==> src/rtl/pocket_pad_conditioner.sv <==
// Per-pad input conditioner: debounce, press/release pulses, connection tracking and
// optional D-pad auto-repeat (built only when POCKET_PAD_REPEAT_EN is defined).
module pocket_pad_conditioner #(
  parameter int NUM_PADS         = 4,
  parameter int DEBOUNCE_SAMPLES = 2,
  parameter int REPEAT_DELAY     = 24,
  parameter int REPEAT_RATE      = 6
) (
  input  logic                   clk,
  input  logic                   reset_n,
  input  logic                   sample_i,
  input  logic [NUM_PADS*32-1:0] key_i,
  output logic [NUM_PADS*16-1:0] held_o,
  output logic [NUM_PADS*16-1:0] press_o,
  output logic [NUM_PADS*16-1:0] release_o,
  output logic [NUM_PADS*4-1:0]  repeat_o,
  output logic [NUM_PADS*4-1:0]  type_o,
  output logic [NUM_PADS-1:0]    connected_o,
  output logic [NUM_PADS-1:0]    type_change_o
);

  localparam logic [3:0] CTRL_NONE = 4'd0;
  localparam logic [3:0] DEB_LAST  = 4'(DEBOUNCE_SAMPLES - 1);

`ifndef POCKET_PAD_REPEAT_EN
  localparam int rpt_params_unused = REPEAT_DELAY + REPEAT_RATE;
`endif

  genvar gi;
  generate
    for (gi = 0; gi < NUM_PADS; gi++) begin : g_pad
      logic [15:0]      w_raw;
      logic [3:0]       w_type_new;
      logic             w_key_unused;
      logic [15:0]      w_held_next;
      logic [15:0][3:0] w_cnt_next;
      logic [15:0]      r_held;
      logic [15:0]      r_press;
      logic [15:0]      r_release;
      logic [15:0][3:0] r_cnt;
      logic [3:0]       r_type;
      logic             r_type_change;

      assign w_raw        = key_i[32*gi +: 16];
      assign w_type_new   = key_i[32*gi+28 +: 4];
      assign w_key_unused = ^key_i[32*gi+16 +: 12];

      // A none-type sample wipes the pad; otherwise each bit runs its own debounce counter.
      always_comb begin
        w_held_next = r_held;
        w_cnt_next  = r_cnt;
        if (w_type_new == CTRL_NONE) begin
          w_held_next = '0;
          w_cnt_next  = '0;
        end else begin
          for (int b = 0; b < 16; b++) begin
            if (w_raw[b] == r_held[b]) begin
              w_cnt_next[b] = 4'd0;
            end else if (r_cnt[b] == DEB_LAST) begin
              w_held_next[b] = ~r_held[b];
              w_cnt_next[b]  = 4'd0;
            end else begin
              w_cnt_next[b] = r_cnt[b] + 4'd1;
            end
          end
        end
      end

      always_ff @(posedge clk or negedge reset_n) begin
        if (!reset_n) begin
          r_held        <= '0;
          r_press       <= '0;
          r_release     <= '0;
          r_cnt         <= '0;
          r_type        <= CTRL_NONE;
          r_type_change <= 1'b0;
        end else begin
          r_press       <= '0;
          r_release     <= '0;
          r_type_change <= 1'b0;
          if (sample_i) begin
            r_held        <= w_held_next;
            r_cnt         <= w_cnt_next;
            r_press       <= w_held_next & ~r_held;
            r_release     <= r_held & ~w_held_next;
            r_type        <= w_type_new;
            r_type_change <= (w_type_new != r_type);
          end
        end
      end

      assign held_o[16*gi +: 16]    = r_held;
      assign press_o[16*gi +: 16]   = r_press;
      assign release_o[16*gi +: 16] = r_release;
      assign type_o[4*gi +: 4]      = r_type;
      assign connected_o[gi]        = (r_type != CTRL_NONE);
      assign type_change_o[gi]      = r_type_change;

`ifdef POCKET_PAD_REPEAT_EN
      logic [3:0][7:0] r_rpt_cnt;
      logic [3:0]      r_repeat;

      // Counter at 0 means idle; a press loads the initial delay, hitting 1 fires and reloads.
      always_ff @(posedge clk or negedge reset_n) begin
        if (!reset_n) begin
          r_rpt_cnt <= '0;
          r_repeat  <= '0;
        end else begin
          r_repeat <= '0;
          if (sample_i) begin
            for (int b = 0; b < 4; b++) begin
              if (w_held_next[b] && !r_held[b]) begin
                r_repeat[b]  <= 1'b1;
                r_rpt_cnt[b] <= 8'(REPEAT_DELAY);
              end else if (w_held_next[b]) begin
                if (r_rpt_cnt[b] == 8'd1) begin
                  r_repeat[b]  <= 1'b1;
                  r_rpt_cnt[b] <= 8'(REPEAT_RATE);
                end else if (r_rpt_cnt[b] != 8'd0) begin
                  r_rpt_cnt[b] <= r_rpt_cnt[b] - 8'd1;
                end
              end else begin
                r_rpt_cnt[b] <= 8'd0;
              end
            end
          end
        end
      end

      assign repeat_o[4*gi +: 4] = r_repeat;
`else
      assign repeat_o[4*gi +: 4] = 4'b0000;
`endif
    end
  endgenerate

endmodule

==> config.mk <==
export PLATFORM = sky130hd
export DESIGN_NAME = pocket_pad_conditioner
export DESIGN_NICKNAME = d
export VERILOG_FILES = /design/src/rtl/pocket_pad_conditioner.sv
export SDC_FILE = /design/constraint.sdc
export NUM_CORES = 1
export LEC_CHECK = 0
export BUFFER_PORTS_ARGS = -buffer_cell sky130_fd_sc_hd__buf_2
export CAP_MARGIN = 5
export CORE_MARGIN = 5
export CORE_UTILIZATION = 55
export CTS_BUF_LIST = sky130_fd_sc_hd__clkbuf_16
export DETAILED_ROUTE_END_ITERATION = 8
export PLACE_DENSITY = 0.81
export SLEW_MARGIN = 40
export SYNTH_ARGS = -nofsm -noshare
export SYNTH_HDL_FRONTEND = slang
export SYNTH_SLANG_ARGS = --single-unit
==> constraint.sdc <==
create_clock -name clk -period 2 [get_ports clk]
set_input_delay 0.3 -clock clk [delete_from_list [all_inputs] [get_ports clk]]
set_output_delay 0.3 -clock clk [all_outputs]
set_load 0.01 [all_outputs]
==> metrics.md, run 1 <==
| Metric | Value |
|---|---|
| Chip width | `223 um` |
| Unrepaired setup endpoints after global routing | `yes` |
| Pre-Repair DR Iteration Count | `7` |
| Most numerous cell in the Yosys netlist | `dfrtp_1` |
| Initial antenna violation count | `0` |
| Post-route DRC violation count | `0` |
| N_diodes | `0` |
| Root Driver | `clkbuf_16` |
| Number of synthesized flops with an enable pin | `0` |
| Avg Cell Area, Syn | `9.49 um^2` |
| Final ANT Viol Nets | `0` |
| Static leakage | `13.7 nW` |
| Yosys top cell area share | `0.471` |
| Area grow syn2layout | `17.2%` |
| Ranking of synthesized cells by area | `dfrtp_1 47%, ha_1 6.4%, nand2b_1 4.7%` |
| Rows | `78` |
| Post-layout total power | `37.0 mW` |
| Classification of the worst-slack hold path | `in -> reg` |
| Final Non-Filler Cells | `3551` |
| Flop pwr share | `0.397` |
| Die ar. | `0.0496 mm^2` |
| Starting density of the core | `0.551` |
| Fin. Hold Viols | `0` |
| DR iter-0 viols | `1625` |
| Vias per cell | `5.91` |
| Worst Path Required | `1.70 ns` |
| CP Max Fanout | `2` |
| Vias | `21.0k` |
| CP Capture Type | `output pin` |
| Synthesized area | `0.0249 mm^2` |
| Number of global-route vias before repair | `21.0k` |
| Clk slew on worst S/H paths | `0.06 ns` |
| Skew-Pair Late Insertion Delay | `0.59 ns` |
| Worst Path Arrival | `1.68 ns` |
| Part of the power in combinational logic | `0.357` |
| Gr ovfl total | `0` |
| Filler cells | `3431` |
| Yosys reg bits | `468` |
| Total of max-cap violations | `0` |
| Clock Skew | `0.0186 ns` |
| Worst path top cell family by delay | `simple AND/OR/NAND/NOR gates` |
| Clk sinks | `468` |
| Min Tclk post-route | `1.98 ns` |
| NetSw | `14.0 mW` |
| Largest net degree at the start of global routing | `95` |
| Clock power share | `0.246` |
| Synth cell count leaders | `468 x dfrtp_1, 288 x inv_1, 187 x nand2b_1` |
| Tcrit/Tclk final | `0.991` |
| Total track usage | `0.241` |
| Synth warnings | `0` |
| Fin. max-slew vios | `0` |
| Worst path bufs/invs | `1` |
| Slowest-stage cell, CP | `or4_4` |
| GPL Wtd Cong | `0.858` |
| Unique masters post-synth | `36` |
| Register area share after synthesis | `0.471` |
| Syn Inst Count | `2620` |
| # IOs | `363` |
| WL/cell | `17.4 um` |
| VDD IR max | `766 uV` |
| Worst path max stage delay | `0.55 ns` |
| Area leader, netlist | `dfrtp_1` |
| Crit Path Category | `reg -> out` |
| Chip height | `223 um` |
| Fin Setup TNS | `0 ns` |
| Final wirelength | `61.9 mm` |
| Outcome | `finished clean` |
| Layout cells sized above 1 | `0.182` |
| Primary FF master, synth | `dfrtp_1` |
| Sw frac | `0.378` |
| Inst Count DP | `3399` |
| Nets@finish | `3169` |
| First-pass GRT wire length | `103 mm` |
| Final core utilization | `0.646` |
| H-tree levels | `2` |
| Worst slew pin tran | `0.562 ns` |
| CTS tree | `done` |
| IO Port Bufs | `298` |
| CP startpoint kind | `flip-flop` |
| Internal | `23.0 mW` |
| Max-slew headroom | `0.625` |
| DP HPWL | `41.0 mm` |
| Max Freq | `504 MHz` |
| Pwr Density | `1270 mW/mm^2` |
| Final setup violation count | `0` |
| CTS buffer count | `50` |
| Core Box Area | `0.0451 mm^2` |
| Crit path cell chain | `or4_4 -> buf_6` |
| CTS Buffer Depth | `3` |
| Post-synth ARST share | `1.00` |
==> layer usage <==
metal | vias to the layer above | track usage | part of all wire
li1 | 9754 | - | -
met1 | 10300 | 0.303 | 0.40
met2 | 785 | 0.419 | 0.51
met3 | 139 | 0.0424 | 0.064
met4 | 0 | 0.0866 | 0.029
met5 | - | 0 | 0
==> timing repair <==
action | in CTS | in global routing
hold buffers | 52 | 0
endpoints found under the hold margin | 192 | 0
setup buffers | 5 | 2
gates resized for setup | 0 | 3
pin swaps | 1 | 1
setup endpoints to repair | 3 | 4
==> tightest hold or removal path, delay by kind of cell <==
| kind | cells | cell delay, ns |
|---|---|---|
| AND/OR/NAND/NOR | 2 | 0.15 |
| buffers and inverters | 1 | 0.12 |
==> power groups by stage <==
stage	sequential [mW]	clock, mW	combinational, mW
after global routing	15.1	9.65	14.9
after floorplan	14.6	0	9.22
after CTS	14.6	9.26	13.2
after detailed placement	14.8	0	12.9
final	14.7	9.11	13.2
after global placement	14.5	0	12.0
==> sequential cells by signal, indices dropped and copies added, names as in the netlist <==
register / flops
g_pad.r_type_change: 4
g_pad.r_cnt: 256
g_pad.r_held: 64
g_pad.r_type: 16
g_pad.r_release: 64
g_pad.r_press: 64
==> logic make-up (layout without fill, tap and decap cells) <==
kind of cell    Yosys count  count (layout)  share of synthesized area
mux                      21              21                    0.00926
simple gates            888             888                      0.201
fa+ha+maj               128             128                     0.0644
flops                   468             468                      0.471
buf+inv                 482             798                     0.0810
xor+xnor                 80              80                     0.0282
other cells               1              16                   0.000151
compound gates          552             552                      0.145
==> per-stage QoR <==
step / setup WS [ns] / area (um^2) / hold WS [ns]
detailed placement: 0.0614 / 26900 / 0.231
CTS: -0.00807 / 29100 / 0.00136
floorplan: 0.416 / 24900 / 0.00441
global placement: 0.143 / 26900 / 0.230
global route: -0.00977 / 29100 / 0.0260
finish: 0.0175 / 29100 / 0.0331
==> area by class of cell <==
| class | instances | area (um^2) | share of cell area |
|---|---|---|---|
| inverter | 289 | 1090 | 0.0375 |
| multi-input combinational | 1685 | 11200 | 0.385 |
| clock inverter | 40 | 275 | 0.00945 |
| tap | 600 | 751 | 0.0258 |
| timing repair buffer | 416 | 2770 | 0.0951 |
| sequential | 468 | 11700 | 0.402 |
| clock buffer | 53 | 1330 | 0.0455 |
==> layout by cell type (no fill, tap or decap), types with 2 or more instances in the layout <==
cell             n
a21oi_1         64
a41oi_1         84
a41oi_2         16
and3_1          64
and3b_1         27
buf_12          19
buf_2          295
buf_4           47
buf_8            2
bufinv_16        4
clkbuf_16       53
clkinv_1        13
clkinv_2        13
conb_1          16
dfrtp_1        468
dlygate4sd3_1   52
ha_1           128
inv_1          297
mux2_2          16
mux2i_1          5
nand2_1        123
nand2b_1       187
nand3_1        133
nand4_1        149
nor2_1         128
nor2b_1          5
o21ai_0        169
o21ai_1         23
o22ai_1        159
o2bb2ai_1        5
o311ai_0        13
o311ai_1        14
o41a_1           4
or3b_2          64
or4_1            3
or4_2            3
or4_4            2
xnor2_1         16
xor2_1          64
==> worst paths after layout <==
kind	start	endpoint	slack, ns	cells past startpoint
setup / recovery	g_pad[1].r_type[2]	connected_o[1]	0.02	2
hold / removal	key_i[32]	g_pad[1].r_press[0]	0.03	3
setup reg to reg	g_pad[3].r_cnt[57]	g_pad[3].r_cnt[58]	0.22	5
hold reg to reg	g_pad[3].r_held[14]	g_pad[3].r_press[14]	0.51	1
max in group asynchronous	reset_n	g_pad[0].r_cnt[2]	0.85	4
min in group asynchronous	reset_n	g_pad[0].r_release[8]	0.20	2
No activity file was read; power rests on OpenSTA's default activity.
==> run 2: changes to the inputs <==
--- a/config.mk
+++ b/config.mk
@@ -10,6 +10,7 @@
 export CORE_MARGIN = 5
 export CORE_UTILIZATION = 55
 export CTS_BUF_LIST = sky130_fd_sc_hd__clkbuf_16
+export CTS_CLUSTER_SIZE = 10
 export DETAILED_ROUTE_END_ITERATION = 8
 export PLACE_DENSITY = 0.81
 export SLEW_MARGIN = 40
==> constraint.sdc (replaced) <==
create_clock -name clk -period 2 [get_ports clk]
set_input_delay 0.4 -clock clk [delete_from_list [all_inputs] [get_ports clk]]
set_output_delay 0.4 -clock clk [all_outputs]
set_load 0.01 [all_outputs]
==> metrics.md, run 2 (synthesis results as in run 1) <==
| Metric | Value |
|---|---|
| Static leakage | `13.4 nW (was 13.7 nW)` |
| Crit Path Category | `reg -> out (unchanged)` |
| Initial antenna violation count | `2 (was 0)` |
| Final setup violation count | `4 (was 0)` |
| WL/cell | `17.3 um (was 17.4 um)` |
| Chip width | `223 um (unchanged)` |
| Core Box Area | `0.0451 mm^2 (unchanged)` |
| Final core utilization | `0.631 (was 0.646)` |
| # IOs | `363 (unchanged)` |
| Worst Path Arrival | `1.64 ns (was 1.68 ns)` |
| Worst Path Required | `1.60 ns (was 1.70 ns)` |
| Most frequent cells in the layout | `468 x dfrtp_1, 301 x inv_1, 296 x buf_2, 187 x nand2b_1, 169 x o21ai_0 (was 468 x dfrtp_1, 297 x inv_1, 295 x buf_2, 187 x nand2b_1, 169 x o21ai_0)` |
| Gr ovfl total | `0 (unchanged)` |
| CTS resizes | `0 (unchanged)` |
| CTS buffer count | `54 (was 50)` |
| Vias | `20.5k (was 21.0k)` |
| DP HPWL | `40.4 mm (was 41.0 mm)` |
| Number of global-route vias before repair | `20.5k (was 21.0k)` |
| CTS Buffer Depth | `3 (unchanged)` |
| Reg2Reg Depth | `5 (unchanged)` |
| Classification of the worst-slack hold path | `in -> reg (unchanged)` |
| Largest net degree at the start of global routing | `99 (was 95)` |
| CTS tree | `done (unchanged)` |
| Outcome | `finished, violations left (was finished clean)` |
| Clk sinks | `468 (unchanged)` |
| Vias per cell | `5.90 (was 5.91)` |
| Filler cells | `3600 (was 3431)` |
| Largest register FFs | `256 (unchanged)` |
| Fin Setup TNS | `-0.107 ns (was 0 ns)` |
| Start point of the critical path | `g_pad[2].r_type[0] (was g_pad[1].r_type[2])` |
| Pre-Repair DR Iteration Count | `5 (was 7)` |
| Commonest non-fill, non-tap cell in the layout | `dfrtp_1 (unchanged)` |
| Final Non-Filler Cells | `3477 (was 3551)` |
| Fin. Hold Viols | `0 (unchanged)` |
| Skew-Pair Late Insertion Delay | `0.59 ns (about the same)` |
| Max Freq | `491 MHz (was 504 MHz)` |
| Worst slew pin tran | `0.581 ns (was 0.562 ns)` |
| Post-route DRC violation count | `0 (unchanged)` |
| Root Driver | `clkbuf_16 (unchanged)` |
| Pre-CTS WS | `-0.0338 ns (was 0.0614 ns)` |
| IO Port Bufs | `298 (unchanged)` |
| Clk slew on worst S/H paths | `0.06 ns (about the same)` |
| Fin. max-slew vios | `0 (unchanged)` |
| Total track usage | `0.234 (was 0.241)` |
| CP Max Fanout | `2 (unchanged)` |
| Flop2flop setup slack | `0.26 ns (was 0.22 ns)` |
| Clock Skew | `0.0118 ns (was 0.0186 ns)` |
| Worst hold start | `key_i[6] (was key_i[32])` |
| Final ANT Viol Nets | `0 (unchanged)` |
| Final wirelength | `60.1 mm (was 61.9 mm)` |
| Unrepaired setup endpoints after global routing | `yes (unchanged)` |
| Worst r2r src | `g_pad[1].r_cnt[41] (was g_pad[3].r_cnt[57])` |
| CP startpoint kind | `flip-flop (unchanged)` |
| H-tree levels | `2 (unchanged)` |
| Hold Path Stages | `3 (unchanged)` |
| Tcrit/Tclk final | `1.02 (was 0.991)` |
| Failing checks | `negative setup slack` |
| Die ar. | `0.0496 mm^2 (unchanged)` |
| Total of max-cap violations | `0 (unchanged)` |
| Starting density of the core | `0.551 (unchanged)` |
| Area grow syn2layout | `14.4% (was 17.2%)` |
| VDD IR max | `705 uV (was 766 uV)` |
| GPL Wtd Cong | `0.863 (was 0.858)` |
| First-pass GRT wire length | `99.9 mm (was 103 mm)` |
| Chip height | `223 um (unchanged)` |
| Layout cells sized above 1 | `0.180 (was 0.182)` |
| CP Capture Type | `output pin (unchanged)` |
| Largest reg by FF count | `g_pad.r_cnt (unchanged)` |
| Min Tclk post-route | `2.04 ns (was 1.98 ns)` |
| Pwr Density | `1280 mW/mm^2 (was 1270 mW/mm^2)` |
| Nets@finish | `3118 (was 3169)` |
| Max-slew headroom | `0.613 (was 0.625)` |
| Inst Count DP | `3391 (was 3399)` |
| Setup slack after layout | `-0.0370 ns (was 0.0175 ns)` |
| DR iter-0 viols | `1342 (was 1625)` |
| Rows | `78 (unchanged)` |
## run 2: path summary, 6_finish.rpt
| path | endpoint |
|---|---|
| worst max register to register | g_pad[1].r_cnt[42] |
| min in group asynchronous | g_pad[0].r_cnt[47] |
| worst max-delay path | connected_o[2] |
| worst min-delay path | g_pad[0].r_press[6] |
| worst min register to register | g_pad[1].r_press[5] |
| max in group asynchronous | g_pad[3].r_cnt[5] |
## run 2: per-stage QoR
| stage | hold slack [ns] | power [mW] | area [um^2] |
|---|---|---|---|
| floorplan | 0.104 | 23.8 | 24900 |
| global route | 0.0883 | 39.0 | 28400 |
| global placement | 0.262 | 26.5 | 26900 |
| finish | 0.100 | 36.4 | 28400 |
| CTS | 0.0642 | 36.5 | 28400 |
| detailed placement | 0.265 | 27.6 | 26900 |
## run 2: per-layer routing
metal	share of wire	GRT usage	vias to the layer above
li1	-	-	9608
met1	0.41	0.303	10100
met2	0.50	0.399	649
met3	0.062	0.0468	139
met4	0.026	0.0702	2
met5	0.00022	0	-
## run 2: layout make-up
class	count	area (um^2)	share of cell area
clock inverters	16	63.8	0.00224
multi-input cells	1685	11200	0.394
diodes	1	2.50	0.0000880
clock buffers	57	1430	0.0501
repair buffers	361	2200	0.0773
inverters	289	1090	0.0384
flip-flops and latches	468	11700	0.412
well taps	600	751	0.0264
## run 2: worst max-delay path, stage by stage, from the launching register on
cell     delay (ns)
dfrtp_1        0.37
or4_1          0.53
buf_2          0.16
## run 2: timing repair
item	CTS	global route
hold buffers	1	0
setup endpoints to repair	4	4
pin swaps	2	1
endpoints found under the hold margin	47	0
setup buffers	7	4
## run 2: power by group
part | leakage [nW] | switching, mW | total (mW) | internal, mW
Combinational | 6.37 | 7.31 | 13.0 | 5.72
Sequential | 6.29 | 2.74 | 14.7 | 12.0
Clock | 0.775 | 3.67 | 8.65 | 4.98
Total | 13.4 | 13.7 | 36.4 | 22.7
==> run 3: changes to the inputs <==
--- a/config.mk
+++ b/config.mk
@@ -6,7 +6,7 @@
 export NUM_CORES = 1
 export LEC_CHECK = 0
 export BUFFER_PORTS_ARGS = -buffer_cell sky130_fd_sc_hd__buf_2
-export CAP_MARGIN = 5
+export CAP_MARGIN = 20
 export CORE_MARGIN = 5
 export CORE_UTILIZATION = 55
 export CTS_BUF_LIST = sky130_fd_sc_hd__clkbuf_16
==> constraint.sdc (replaced) <==
create_clock -name clk -period 2.6 [get_ports clk]
set_input_delay 0.52 -clock clk [delete_from_list [all_inputs] [get_ports clk]]
set_output_delay 0.52 -clock clk [all_outputs]
set_load 0.01 [all_outputs]
==> metrics.md, run 3 (synthesis results as in run 1) <==
| Metric | Value |
|---|---|
| First-pass GRT wire length | `100 mm (was 99.9 mm)` |
| Post-layout total power | `27.9 mW (was 36.4 mW)` |
| Chip width | `223 um (unchanged)` |
| Postcts setup bufs | `0 (was 7)` |
| Die ar. | `0.0496 mm^2 (unchanged)` |
| Clk sinks | `468 (unchanged)` |
| Pre-Repair DR Iteration Count | `5 (unchanged)` |
| Vias per cell | `5.96 (was 5.90)` |
| Post-route DRC violation count | `0 (unchanged)` |
| Clk slew on worst S/H paths | `0.06 ns (about the same)` |
| Final setup violation count | `0 (was 4)` |
| Crit path cell chain | `or4_1 -> buf_2 (unchanged)` |
| CTS Buffer Depth | `3 (unchanged)` |
| Largest net degree at the start of global routing | `97 (was 99)` |
| Most frequent cells in the layout | `468 x dfrtp_1, 296 x buf_2, 294 x inv_1, 187 x nand2b_1, 169 x o21ai_0 (was 468 x dfrtp_1, 301 x inv_1, 296 x buf_2, 187 x nand2b_1, 169 x o21ai_0)` |
| Critical path depth | `2 (unchanged)` |
| RR Endpoint | `g_pad[3].r_cnt[50] (was g_pad[1].r_cnt[42])` |
| Post-CTS Hold Buffers | `1 (unchanged)` |
| Gr ovfl total | `0 (unchanged)` |
| Layout cells sized above 1 | `0.174 (was 0.180)` |
| Fin Setup TNS | `0 ns (was -0.107 ns)` |
| Tcrit/Tclk final | `0.872` |
| CP Capture Type | `output pin (unchanged)` |
| Fin. max-slew vios | `0 (unchanged)` |
| Final wirelength | `59.9 mm (was 60.1 mm)` |
| Total of max-cap violations | `0 (unchanged)` |
| Max Freq | `441 MHz` |
| Rows | `78 (unchanged)` |
| Unrepaired setup endpoints after global routing | `no (was yes)` |
| Worst path max stage delay | `0.57 ns (was 0.53 ns)` |
| DR iter-0 viols | `1640 (was 1342)` |
| Initial antenna violation count | `3 (was 2)` |
| Crit path capture | `connected_o[1] (was connected_o[2])` |
| Static leakage | `13.3 nW (was 13.4 nW)` |
| CTS buffer count | `54 (unchanged)` |
| Area grow syn2layout | `13.6% (was 14.4%)` |
| Reg2Reg Depth | `5 (unchanged)` |
| CTS resizes | `0 (unchanged)` |
| Skew-Pair Late Insertion Delay | `0.59 ns (about the same)` |
| # IOs | `363 (unchanged)` |
| Flop2flop setup slack | `0.88 ns (was 0.26 ns)` |
| Worst hold start | `key_i[124] (was key_i[6])` |
| CTS tree | `done (unchanged)` |
| Clock Skew | `0.0120 ns (was 0.0118 ns)` |
| CP startpoint kind | `flip-flop (unchanged)` |
| Worst slew pin tran | `0.578 ns (was 0.581 ns)` |
| WL/cell | `17.3 um (about the same)` |
| Crit Path Category | `reg -> out (unchanged)` |
| GPL Wtd Cong | `0.863 (about the same)` |
| Worst Path Required | `2.08 ns (was 1.60 ns)` |
| Filler cells | `3532 (was 3600)` |
| Start point of the critical path | `g_pad[1].r_type[1] (was g_pad[2].r_type[0])` |
| Number of global-route vias before repair | `20.9k (was 20.5k)` |
| Root Driver | `clkbuf_16 (unchanged)` |
| Worst path bufs/invs | `1 (unchanged)` |
| Chip height | `223 um (unchanged)` |
| Vias | `20.6k (was 20.5k)` |
| Largest register FFs | `256 (unchanged)` |
| Worst path top cell family by delay | `simple AND/OR/NAND/NOR gates (unchanged)` |
| Nets@finish | `3097 (was 3118)` |
| Commonest non-fill, non-tap cell in the layout | `dfrtp_1 (unchanged)` |
| Worst r2r src | `g_pad[3].r_cnt[49] (was g_pad[1].r_cnt[41])` |
| Final ANT Viol Nets | `0 (unchanged)` |
| DP HPWL | `40.0 mm (was 40.4 mm)` |
| CP Max Fanout | `4 (was 2)` |
| Core Box Area | `0.0451 mm^2 (unchanged)` |
| Worst Path Arrival | `1.75 ns (was 1.64 ns)` |
| Slowest-stage cell, CP | `or4_1 (unchanged)` |
| IO Port Bufs | `298 (unchanged)` |
| Total track usage | `0.234 (about the same)` |
| H-tree levels | `2 (unchanged)` |
| Min Tclk post-route | `2.27 ns` |
| Outcome | `finished clean (was finished, violations left)` |
| Classification of the worst-slack hold path | `in -> reg (unchanged)` |
| Pwr Density | `989 mW/mm^2 (was 1280 mW/mm^2)` |
| Starting density of the core | `0.551 (unchanged)` |
| Fin. Hold Viols | `0 (unchanged)` |
| VDD IR max | `601 uV (was 705 uV)` |
| Final core utilization | `0.626 (was 0.631)` |
| Max-slew headroom | `0.614 (was 0.613)` |
| Largest reg by FF count | `g_pad.r_cnt (unchanged)` |
run 3: changes by cell type in the layout (fill, tap and decap cells not counted):
cell and delta:
clkinv_1 +3, diode_2 +2, buf_12 -3, buf_4 -18
clkinvlp_4 -1, inv_1 -7, clkinv_4 +1
run 3: metal layers:
metal,up-vias,routed length [um],track usage
li1,9570,-,-
met1,10200,24800,0.299
met2,639,30500,0.406
met3,126,3140,0.0388
met4,2,1480,0.0806
met5,-,13,0
run 3: power breakdown:
part           leakage, nW  switching [mW]  internal, mW
registers             6.29            2.13          9.19
clock network        0.746            2.82          3.83
logic                 6.25            5.60          4.36
run 3: cell type report:
type                            instances  area, um^2  area share
Timing Repair Buffer                  340        2000      0.0710
Antenna cell                            3        7.51    0.000266
Clock buffer                           57        1430      0.0505
Multi-Input combinational cell       1685       11200       0.396
Inverter                              289        1090      0.0387
Tap cell                              600         751      0.0266
Clock inverter                         12        50.0     0.00177
Sequential cell                       468       11700       0.415
run 3: worst min path at each step:
stage	to	slack (ns)	depth (start not counted)
floorplan	g_pad[0].r_cnt[0]	0.22	0
global placement	g_pad[0].r_release[11]	0.49	1
detailed placement	g_pad[1].r_press[13]	0.49	1
CTS	g_pad[3].r_type[0]	0.19	2
global route	g_pad[3].r_type[0]	0.20	2
finish	g_pad[3].r_type[0]	0.22	2
run 3: metrics by stage:
step           setup slack, ns  cells  instance area (um^2)  hold slack, ns
6_report                 0.334   3454                 28200           0.217
5_1_grt                  0.296   3453                 28200           0.205
4_1_cts                  0.315   3450                 28200           0.185
3_5_place_dp             0.374   3380                 26700           0.492
3_3_place_gp             0.472   3380                 26700           0.488
2_1_floorplan            0.838   2635                 24900           0.224
